--- src/rtl/cpu_prog_sequencer_if.sv ---
`timescale 1ns/1ps
`default_nettype none
// ============================================================================
//  Module   : cpu_prog_sequencer_if
//  Purpose  : Program-load, start and CPU handshake bundle for cpu_prog_sequencer.
//  Revision : 1.0 - initial release
// ============================================================================
interface cpu_prog_sequencer_if #(
    parameter int ADDR_W = 4
);
    logic              prog_we;
    logic [ADDR_W-1:0] prog_addr;
    logic [15:0]       prog_data;
    logic [ADDR_W:0]   prog_len;
    logic              go;
    logic              cpu_w;
    logic [15:0]       cpu_out;
    logic              cpu_N;
    logic              cpu_V;
    logic              cpu_Z;
    logic [15:0]       cpu_in;
    logic              cpu_load;
    logic              cpu_s;
    logic [ADDR_W-1:0] pc;
    logic              busy;
    logic [15:0]       result;
    logic [2:0]        result_flags;
    logic              result_valid;
    logic              done;
    logic              err;

    modport master (
        output prog_we, prog_addr, prog_data, prog_len, go,
        output cpu_w, cpu_out, cpu_N, cpu_V, cpu_Z,
        input  cpu_in, cpu_load, cpu_s, pc, busy,
        input  result, result_flags, result_valid, done, err
    );

    modport slave (
        input  prog_we, prog_addr, prog_data, prog_len, go,
        input  cpu_w, cpu_out, cpu_N, cpu_V, cpu_Z,
        output cpu_in, cpu_load, cpu_s, pc, busy,
        output result, result_flags, result_valid, done, err
    );
endinterface
`default_nettype wire

--- src/rtl/cpu_prog_sequencer.sv ---
`timescale 1ns/1ps
`default_nettype none
// ============================================================================
//  Module   : cpu_prog_sequencer
//  Purpose  : Feeds a buffered program to the lab CPU one instruction at a
//             time and captures each instruction's result and flags.
//  Revision : 1.0 - initial release
// ============================================================================
module cpu_prog_sequencer #(
    parameter int ADDR_W  = 4,
    parameter int DEPTH   = 16,
    parameter int TIMEOUT = 255
) (
    input  wire logic            clk,
    input  wire logic            reset,
    cpu_prog_sequencer_if.slave  bus
);
    localparam int c_timer_w = (TIMEOUT < 1) ? 1 : $clog2(TIMEOUT + 1);
    localparam logic [ADDR_W:0]    c_depth   = (ADDR_W + 1)'(DEPTH);
    localparam logic [c_timer_w:0] c_timeout = (c_timer_w + 1)'(TIMEOUT);

    typedef enum logic [2:0] {
        S_IDLE  = 3'd0,
        S_LOAD  = 3'd1,
        S_START = 3'd2,
        S_ACK   = 3'd3,
        S_RUN   = 3'd4,
        S_CAPT  = 3'd5,
        S_DONE  = 3'd6,
        S_ERR   = 3'd7
    } state_t;

    state_t               r_state;
    logic [ADDR_W-1:0]    r_pc;
    logic [ADDR_W:0]      r_len;
    logic [c_timer_w-1:0] r_timer;
    logic [15:0]          r_result;
    logic [2:0]           r_flags;
    logic [15:0]          r_cpu_in;
    logic [15:0]          r_mem [DEPTH];

    logic                 w_addr_ok;
    logic                 w_we;
    logic [ADDR_W:0]      w_len_clamped;
    logic [ADDR_W-1:0]    w_pc_next;
    logic                 w_last;
    logic                 w_timeout;

    generate
        if (DEPTH == (2 ** ADDR_W)) begin : g_addr_full
            assign w_addr_ok = 1'b1;
        end else begin : g_addr_part
            assign w_addr_ok = ({1'b0, bus.prog_addr} < c_depth);
        end
    endgenerate

    // Program buffer is only writable while no program is in flight.
    assign w_we          = bus.prog_we & w_addr_ok & ((r_state == S_IDLE) || (r_state == S_ERR));
    assign w_len_clamped = (bus.prog_len > c_depth) ? c_depth : bus.prog_len;
    assign w_pc_next     = r_pc + ADDR_W'(1);
    assign w_last        = (({1'b0, r_pc} + (ADDR_W + 1)'(1)) == r_len);
    // Trips on the cycle in which the timer would reach TIMEOUT.
    assign w_timeout     = (({1'b0, r_timer} + (c_timer_w + 1)'(1)) == c_timeout);

    always_ff @(posedge clk) begin
        if (w_we) begin
            r_mem[bus.prog_addr] <= bus.prog_data;
        end
    end

    always_ff @(posedge clk or posedge reset) begin
        if (reset) begin
            r_state  <= S_IDLE;
            r_pc     <= '0;
            r_len    <= '0;
            r_timer  <= '0;
            r_result <= '0;
            r_flags  <= '0;
            r_cpu_in <= '0;
        end else begin
            case (r_state)
                S_IDLE: begin
                    if (bus.go && bus.cpu_w) begin
                        r_len <= w_len_clamped;
                        r_pc  <= '0;
                        if (w_len_clamped == '0) begin
                            r_state <= S_DONE;
                        end else begin
                            r_cpu_in <= r_mem[0];
                            r_state  <= S_LOAD;
                        end
                    end
                end
                S_LOAD:  r_state <= S_START;
                S_START: begin
                    r_timer <= '0;
                    r_state <= S_ACK;
                end
                S_ACK: begin
                    r_timer <= r_timer + c_timer_w'(1);
                    if (w_timeout) begin
                        r_state <= S_ERR;
                    end else if (!bus.cpu_w) begin
                        r_state <= S_RUN;
                    end
                end
                S_RUN: begin
                    r_timer <= r_timer + c_timer_w'(1);
                    if (w_timeout) begin
                        r_state <= S_ERR;
                    end else if (bus.cpu_w) begin
                        r_result <= bus.cpu_out;
                        r_flags  <= {bus.cpu_N, bus.cpu_V, bus.cpu_Z};
                        r_state  <= S_CAPT;
                    end
                end
                S_CAPT: begin
                    if (w_last) begin
                        r_state <= S_DONE;
                    end else begin
                        r_pc     <= w_pc_next;
                        r_cpu_in <= r_mem[w_pc_next];
                        r_state  <= S_LOAD;
                    end
                end
                S_DONE:  r_state <= S_IDLE;
                S_ERR:   r_state <= S_ERR;
                default: r_state <= S_IDLE;
            endcase
        end
    end

    assign bus.cpu_in       = r_cpu_in;
    assign bus.cpu_load     = (r_state == S_LOAD);
    assign bus.cpu_s        = (r_state == S_START);
    assign bus.pc           = r_pc;
    assign bus.busy         = (r_state != S_IDLE) && (r_state != S_ERR);
    assign bus.result       = r_result;
    assign bus.result_flags = r_flags;
    assign bus.result_valid = (r_state == S_CAPT);
    assign bus.done         = (r_state == S_DONE);
    assign bus.err          = (r_state == S_ERR);
endmodule
`default_nettype wire

--- src/flat_wrapper.sv ---
// flat-port wrapper written by rule: the top's interface ports become plain ports
module cpu_prog_sequencer_flat 
#(
    parameter int ADDR_W  = 4,
    parameter int DEPTH   = 16,
    parameter int TIMEOUT = 255
)
  (clk, reset, bus_prog_we, bus_prog_addr, bus_prog_data, bus_prog_len, bus_go, bus_cpu_w, bus_cpu_out, bus_cpu_N, bus_cpu_V, bus_cpu_Z, bus_cpu_in, bus_cpu_load, bus_cpu_s, bus_pc, bus_busy, bus_result, bus_result_flags, bus_result_valid, bus_done, bus_err);
  cpu_prog_sequencer_if #(.ADDR_W(ADDR_W)) bus_i ();
  input  wire logic clk;
  input  wire logic reset;
  input wire logic [$bits(bus_i.prog_we)-1:0] bus_prog_we;
  input wire logic [$bits(bus_i.prog_addr)-1:0] bus_prog_addr;
  input wire logic [$bits(bus_i.prog_data)-1:0] bus_prog_data;
  input wire logic [$bits(bus_i.prog_len)-1:0] bus_prog_len;
  input wire logic [$bits(bus_i.go)-1:0] bus_go;
  input wire logic [$bits(bus_i.cpu_w)-1:0] bus_cpu_w;
  input wire logic [$bits(bus_i.cpu_out)-1:0] bus_cpu_out;
  input wire logic [$bits(bus_i.cpu_N)-1:0] bus_cpu_N;
  input wire logic [$bits(bus_i.cpu_V)-1:0] bus_cpu_V;
  input wire logic [$bits(bus_i.cpu_Z)-1:0] bus_cpu_Z;
  output wire logic [$bits(bus_i.cpu_in)-1:0] bus_cpu_in;
  output wire logic [$bits(bus_i.cpu_load)-1:0] bus_cpu_load;
  output wire logic [$bits(bus_i.cpu_s)-1:0] bus_cpu_s;
  output wire logic [$bits(bus_i.pc)-1:0] bus_pc;
  output wire logic [$bits(bus_i.busy)-1:0] bus_busy;
  output wire logic [$bits(bus_i.result)-1:0] bus_result;
  output wire logic [$bits(bus_i.result_flags)-1:0] bus_result_flags;
  output wire logic [$bits(bus_i.result_valid)-1:0] bus_result_valid;
  output wire logic [$bits(bus_i.done)-1:0] bus_done;
  output wire logic [$bits(bus_i.err)-1:0] bus_err;
  assign bus_i.prog_we = bus_prog_we;
  assign bus_i.prog_addr = bus_prog_addr;
  assign bus_i.prog_data = bus_prog_data;
  assign bus_i.prog_len = bus_prog_len;
  assign bus_i.go = bus_go;
  assign bus_i.cpu_w = bus_cpu_w;
  assign bus_i.cpu_out = bus_cpu_out;
  assign bus_i.cpu_N = bus_cpu_N;
  assign bus_i.cpu_V = bus_cpu_V;
  assign bus_i.cpu_Z = bus_cpu_Z;
  assign bus_cpu_in = bus_i.cpu_in;
  assign bus_cpu_load = bus_i.cpu_load;
  assign bus_cpu_s = bus_i.cpu_s;
  assign bus_pc = bus_i.pc;
  assign bus_busy = bus_i.busy;
  assign bus_result = bus_i.result;
  assign bus_result_flags = bus_i.result_flags;
  assign bus_result_valid = bus_i.result_valid;
  assign bus_done = bus_i.done;
  assign bus_err = bus_i.err;
  cpu_prog_sequencer #(.ADDR_W(ADDR_W), .DEPTH(DEPTH), .TIMEOUT(TIMEOUT)) u_core (.clk(clk), .reset(reset), .bus(bus_i));
endmodule
--- config.mk ---
export PLATFORM = sky130hd
export DESIGN_NAME = cpu_prog_sequencer_flat
export DESIGN_NICKNAME = d
export VERILOG_FILES = /design/src/rtl/cpu_prog_sequencer_if.sv /design/src/rtl/cpu_prog_sequencer.sv /design/src/flat_wrapper.sv
export SDC_FILE = /design/constraint.sdc
export NUM_CORES = 1
export LEC_CHECK = 0
export ABC_AREA = 1
export ABC_CLOCK_PERIOD_IN_PS = 6850
export CORE_MARGIN = 4
export CORE_UTILIZATION = 40
export CTS_CLUSTER_SIZE = 10
export DETAILED_ROUTE_END_ITERATION = 8
export HOLD_SLACK_MARGIN = 0.1
export PLACE_DENSITY = 0.6
export SYNTH_ARGS = -nofsm -noshare
export SYNTH_HDL_FRONTEND = slang
export SYNTH_SLANG_ARGS = --single-unit
export TNS_END_PERCENT = 100
--- constraint.sdc ---
create_clock -name clk -period 6.85 [get_ports clk]
set_input_delay 0.685 -clock clk [delete_from_list [all_inputs] [get_ports clk]]
set_output_delay 0.685 -clock clk [all_outputs]
set_load 0.01 [all_outputs]
==> summary.txt, run 1 <==
run status - complete, no violations
most frequent cells in the layout - 256 x edfxtp_1, 238 x nor2_1, 176 x nand2_1
Ys Warns - 0
Max Root-Sink Buffers - 3
Int Power - 4060 uW
Worst Hold End - u_core.bus.cpu_in[13]
Least-Margin Pin Slew - 903 ps
Final ANT Viol Nets - 0
Hold Path Cell Cnt - 2
WL final - 32.8 mm
crit start category - flop
MaxCap Viol Count - 0
post_cts resized - 0
first-pass GRT wire length - 50.3 mm
Die X-Extent - 188 um
Initial Util - 0.409
Nets - 1,308
critical path class - reg2reg
cts-stage hold buffer count - 0
Cells after Synth - 1,160
share of cells above drive strength 1 - 0.0734
CTS H-tree lvls - 2
First DRT Iteration DRCs - 753
Hold Fails Final Rpt - 0
Area Growth Syn to Fin - 18.9%
Core Area - 0.0318 sq mm
DR vias - 8,891
GRT Util Overall - 0.181
fin area - 0.0155 sq mm
Fmax - 256 MHz
Register-to-Register Setup Slack - 2940 ps
Die Y - 188 um
# rows - 65
Cell Area, Synth - 0.0130 sq mm
Peak supply drop - 0.223 mV
vias per inst - 5.18
Worst-Skew Late Latency - 510 ps
P per Cell Area - 407 mW/mm^2
initial antenna violation count - 0
unrepaired setup endpoints after global routing - false
Hold Slack - 479 ps
TritonCTS clock tree - done
IO Count - 94
Final Core Density - 0.486
most common cell after layout, fill and taps aside - edfxtp_1
largest net degree at the start of global routing - 86
Relative slew margins - 0.396
hpwl dp - 18.7 mm
syn_area_per_cell - 11.2 sq um
CTS sink count - 311
Hold Crit Start - u_core.bus.cpu_in[13]
Pwr Total - 6300 uW
post-CTS setup buffers - 0
Sw Share - 0.355
Logic pwr share - 0.343
R2R cell count - 10
LEAKAGE - 0.00560 uW
GR Util met1 - 0.272
Layout Skew - 12.8 ps
Worst R2R End - u_core.bus.cpu_in[9]
Mapped Nets - 1,212
Port Buf Inserts - 93
grt met2 use - 0.278
root buffer cell - clkbuf_16
Max FO, Critical Path - 85
crit end category - flop
global route overflow - 0
drt wl/cell - 19.1 um
Post-DP Area - 0.0144 sq mm
DIE AREA - 0.0354 sq mm
Reg2Reg Launch Point - u_core.bus.pc[0]
CP arrival - 4310 ps
Pins Over Slew Limit - 0
GR Util met3 - 0.0295
TritonCTS buffer count - 37
clock period minus worst slack - 3910 ps
number of global-route vias before repair - 8,411
HP Class - reg2reg
NetSw - 2240 uW
post-synthesis sequential area ratio - 0.697
Cell variety after synth - 32
sequential share of power - 0.376
Synth Register Bits - 311
Initial DRT Pass Iterations - 5
Clock power frac - 0.281
gr busiest metal - met2
post-route setup TNS - 0 ps
Clk pin slew, worst setup/hold paths - 60 ps
Worst Path Required - 7250 ps
Placer Congestion - 0.808
fin crit share - 0.570
# setup viols final - 0
# DRC - 0
worst max-delay path: stages, from the launching register on:
cell and delay [ps]:
dfrtp_4 800, buf_4 780, nand4_1 260, nand2_2 480, clkinv_1 740, nand3_1 300, nand2_1 90, nand2_1 60
nand2_1 50, nand2_1 50, nand2_1 50
cell families after synthesis:
group / share of synthesized area
flip-flops: 0.697
adder cells (fa/ha/maj): 0.00289
AND/OR/NAND/NOR: 0.151
AO/OA/AOI/OAI: 0.107
buffers and inverters: 0.0418
cell type report:
class	instances	area, sq um
fill	2822	16300
sequential	311	9070
multi-input combinational	725	3410
timing repair buffer	117	1110
clock buffer	61	1060
tap	435	544
inverter	64	244
clock inverter	3	17.5
antenna	1	2.50
power by group through the flow:
stage          clock [uW]  combinational, uW  sequential, uW
2_1_floorplan           0               1450            2380
3_3_place_gp            0               2150            2410
3_5_place_dp            0               2170            2410
4_1_cts              1800               2180            2370
5_1_grt              1890               2440            2390
6_report             1770               2160            2370
per-stage QoR:
stage,cells,worst slack [ps]
final,1717,2940
after CTS,1716,2970
after detailed placement,1652,3000
after global placement,1652,3140
after floorplan,1160,4510
after global routing,1716,2690
Yosys cell counts:
cell type	n	area, sq um
buf_2	20	100
buf_6	5	56.3
a21oi_1	1	5.00
o21ai_1	1	5.00
o21ai_2	10	87.6
nand2_4	3	33.8
nand3_2	2	20.0
edfxtp_1	256	7690
buf_1	5	18.8
nor3_1	3	15.0
clkbuf_4	1	7.51
inv_2	2	7.51
buf_4	2	15.0
or2_2	1	6.26
nand3_1	52	260
o22ai_1	7	43.8
nor3_2	1	10.0
o211ai_1	64	480
clkinv_1	1	3.75
inv_1	60	225
nand4_1	5	31.3
nor2_1	238	893
o21ai_0	151	756
dfrtp_1	55	1380
clkbuf_2	1	5.00
inv_4	1	6.26
clkbuf_1	26	97.6
nor2_2	2	12.5
ha_1	3	37.5
a22o_1	1	8.76
nand2_1	176	661
nand2_2	4	25.0
how the worst max path moves through the flow:
stage / end / cells after the start / startpoint / slack [ps]
floorplan: u_core.r_mem[12][0] / 6 / u_core.r_state[2] / 4510
global placement: u_core.bus.cpu_in[14] / 10 / u_core.bus.pc[0] / 3140
detailed placement: u_core.bus.cpu_in[9] / 10 / u_core.bus.pc[0] / 3000
CTS: u_core.bus.cpu_in[5] / 10 / u_core.bus.pc[0] / 2970
global route: u_core.bus.cpu_in[8] / 10 / u_core.bus.pc[0] / 2690
finish: u_core.bus.cpu_in[9] / 10 / u_core.bus.pc[0] / 2940
registers in the layout (all words and copies together), names as in the netlist:
name / flops
u_core.bus.cpu_in: 16
u_core.bus.pc: 4
u_core.r_state: 3
u_core.bus.result: 16
u_core.bus.result_flags: 3
u_core.r_mem: 256
u_core.r_len: 5
u_core.r_timer: 8
metal layers:
metal | wire, um | part of all wire
met3 | 2330 | 0.071
met1 | 15200 | 0.46
met2 | 14800 | 0.45
met5 | 0 | 0
met4 | 464 | 0.014
Power figures use the tool's default switching activity.
==> run 2, diff against run 1 <==
--- a/config.mk
+++ b/config.mk
@@ -6,13 +6,13 @@
 export NUM_CORES = 1
 export LEC_CHECK = 0
 export ABC_AREA = 1
-export ABC_CLOCK_PERIOD_IN_PS = 6850
+export ABC_CLOCK_PERIOD_IN_PS = 3300
 export CORE_MARGIN = 4
 export CORE_UTILIZATION = 40
 export CTS_CLUSTER_SIZE = 10
 export DETAILED_ROUTE_END_ITERATION = 8
 export HOLD_SLACK_MARGIN = 0.1
-export PLACE_DENSITY = 0.6
+export PLACE_DENSITY = 0.62
 export SYNTH_ARGS = -nofsm -noshare
 export SYNTH_HDL_FRONTEND = slang
 export SYNTH_SLANG_ARGS = --single-unit
==> constraint.sdc (replaced) <==
create_clock -name clk -period 3.3 [get_ports clk]
set_input_delay 0.33 -clock clk [delete_from_list [all_inputs] [get_ports clk]]
set_output_delay 0.33 -clock clk [all_outputs]
set_load 0.01 [all_outputs]
==> run 2 against run 1 <==
Against the previous run:
- power up 110%
- first-iteration DRC count up 18%
- critical path type unchanged
- count of clock-buffer cells in the layout down 5
==> summary.txt, run 2 (same netlist as run 1, synthesis figures left out) <==
most frequent cells in the layout - 256 x edfxtp_1, 238 x nor2_1, 176 x nand2_1
Fmax - 379 MHz (+48%)
Clk pin slew, worst setup/hold paths - 60 ps (about the same)
MaxCap Viol Count - 0 (unchanged)
Peak supply drop - 0.582 mV (+160%)
Layout Skew - 8.90 ps (-3.87 ps)
Worst-Skew Late Latency - 520 ps (about the same)
P per Cell Area - 847 mW/mm^2 (+110%)
Max FO, Critical Path - 120 (+41%)
global route overflow - 0 (unchanged)
HP Class - in2async
# DRC - 0 (unchanged)
Nets - 1,317 (+0.69%)
largest net degree at the start of global routing - 121 (+41%)
max reg flops - 256 (unchanged)
WL final - 32.8 mm (+0.19%)
Final ANT Viol Nets - 0 (unchanged)
Pwr Total - 13,200 uW (+110%)
Pins Over Slew Limit - 0 (unchanged)
post-CTS setup buffers - 0 (unchanged)
Hold Fails Final Rpt - 0 (unchanged)
Max Root-Sink Buffers - 3 (unchanged)
unrepaired setup endpoints after global routing - false
number of global-route vias before repair - 8,789 (+4.5%)
initial antenna violation count - 0 (unchanged)
hpwl dp - 18.9 mm (+1.1%)
TritonCTS clock tree - done
First DRT Iteration DRCs - 886 (+18%)
run status - complete, no violations
worst path bufs/invs - 1 (-1)
CTS H-tree lvls - 2 (unchanged)
Core Area - 0.0318 sq mm (unchanged)
root buffer cell - clkbuf_16
Area Growth Syn to Fin - 19.6%
Ant. Diodes - 0 (-1)
CP arrival - 3090 ps (-1220 ps)
Worst Path Required - 3760 ps (-3490 ps)
# setup viols final - 0 (unchanged)
share of cells above drive strength 1 - 0.0801 (+0.00671)
Least-Margin Pin Slew - 1270 ps (+370 ps)
critical-path cell list - buf_4 -> o21ai_0 -> o211ai_1 -> nand3_1 -> nand2_1 -> nand2_1 -> nand2_1 -> nand2_1 -> nand2_1
Initial Util - 0.409 (unchanged)
drt wl/cell - 19.1 um (about the same)
TritonCTS buffer count - 37 (unchanged)
GRT Util Overall - 0.182 (+0.00104)
Register-to-Register Setup Slack - 660 ps (-2280 ps)
post-route setup TNS - 0 ps (unchanged)
cts-stage hold buffer count - 0 (unchanged)
CP delay by family, top - buffers and inverters
IO Count - 94 (unchanged)
post_cts resized - 0 (unchanged)
crit end category - flop
Port Buf Inserts - 93 (unchanged)
Die Y - 188 um (unchanged)
crit path max-delay cell type - buf_4
R2R cell count - 9 (-1)
most common cell after layout, fill and taps aside - edfxtp_1
CP max stage delay - 920 ps (+120 ps)
Placer Congestion - 0.799 (-1.1%)
Worst path depth - 9 (-1)
DIE AREA - 0.0354 sq mm (unchanged)
fin crit share - 0.799 (+0.228)
# rows - 65 (unchanged)
CTS sink count - 311 (unchanged)
Relative slew margins - 0.151 (-0.245)
Final Core Density - 0.489 (+0.00271)
Die X-Extent - 188 um (unchanged)
DR vias - 8,990 (+1.1%)
vias per inst - 5.22 (+0.88%)
Initial DRT Pass Iterations - 6 (+1)
Top reg by flops - u_core.r_mem
crit start category - flop
clock period minus worst slack - 2640 ps (-1270 ps)
first-pass GRT wire length - 51.2 mm (+1.9%)
critical path class - reg2reg
LEAKAGE - 0.00565 uW (+0.95%)
most frequent CP cell - nand2_1
==> run 2: layer usage <==
metal | up-vias | GRT usage | share of wire
met4 | 0 | 0.0330 | 0.011
li1 | 4257 | - | -
met3 | 31 | 0.0343 | 0.085
met1 | 4335 | 0.276 | 0.46
met5 | - | 0 | 0
met2 | 367 | 0.278 | 0.45
==> run 2: cell type report <==
class | instances | area, sq um
multi-input combinational | 725 | 3410
clock buffer | 56 | 1030
fill | 2814 | 16300
sequential | 311 | 9070
tap | 435 | 544
clock inverter | 4 | 43.8
inverter | 64 | 244
timing repair buffer | 126 | 1200
==> run 2: power by group <==
part	internal (uW)	switching (uW)
clock network	2150	1510
registers	4600	263
logic	1710	2930
==> run 2: final timing paths <==
kind,startpoint,end
min reg2reg,u_core.bus.result[13],u_core.bus.result[13]
max,u_core.bus.pc[0],u_core.bus.cpu_in[8]
min,reset,u_core.bus.cpu_in[2]
max in group asynchronous,reset,u_core.bus.cpu_in[13]
max reg2reg,u_core.bus.pc[0],u_core.bus.cpu_in[8]
min in group clk,bus_cpu_out[12],u_core.bus.result[12]
==> run 2: metrics by stage <==
stage,instance area [sq um],hold slack (ps),setup slack (ps),instances
floorplan,13000,429,964,1160
global placement,14500,465,706,1661
detailed placement,14500,468,680,1661
CTS,15500,263,637,1721
global route,15500,302,406,1721
finish,15500,256,664,1721
==> run 2: worst reg2reg max path, stage by stage (launching register included) <==
cell      delay, ps
dfrtp_4         540
buf_4           920
o21ai_0         410
o211ai_1        230
nand3_1         100
nand2_1          90
nand2_1          50
nand2_1         100
nand2_1          80
nand2_1          60
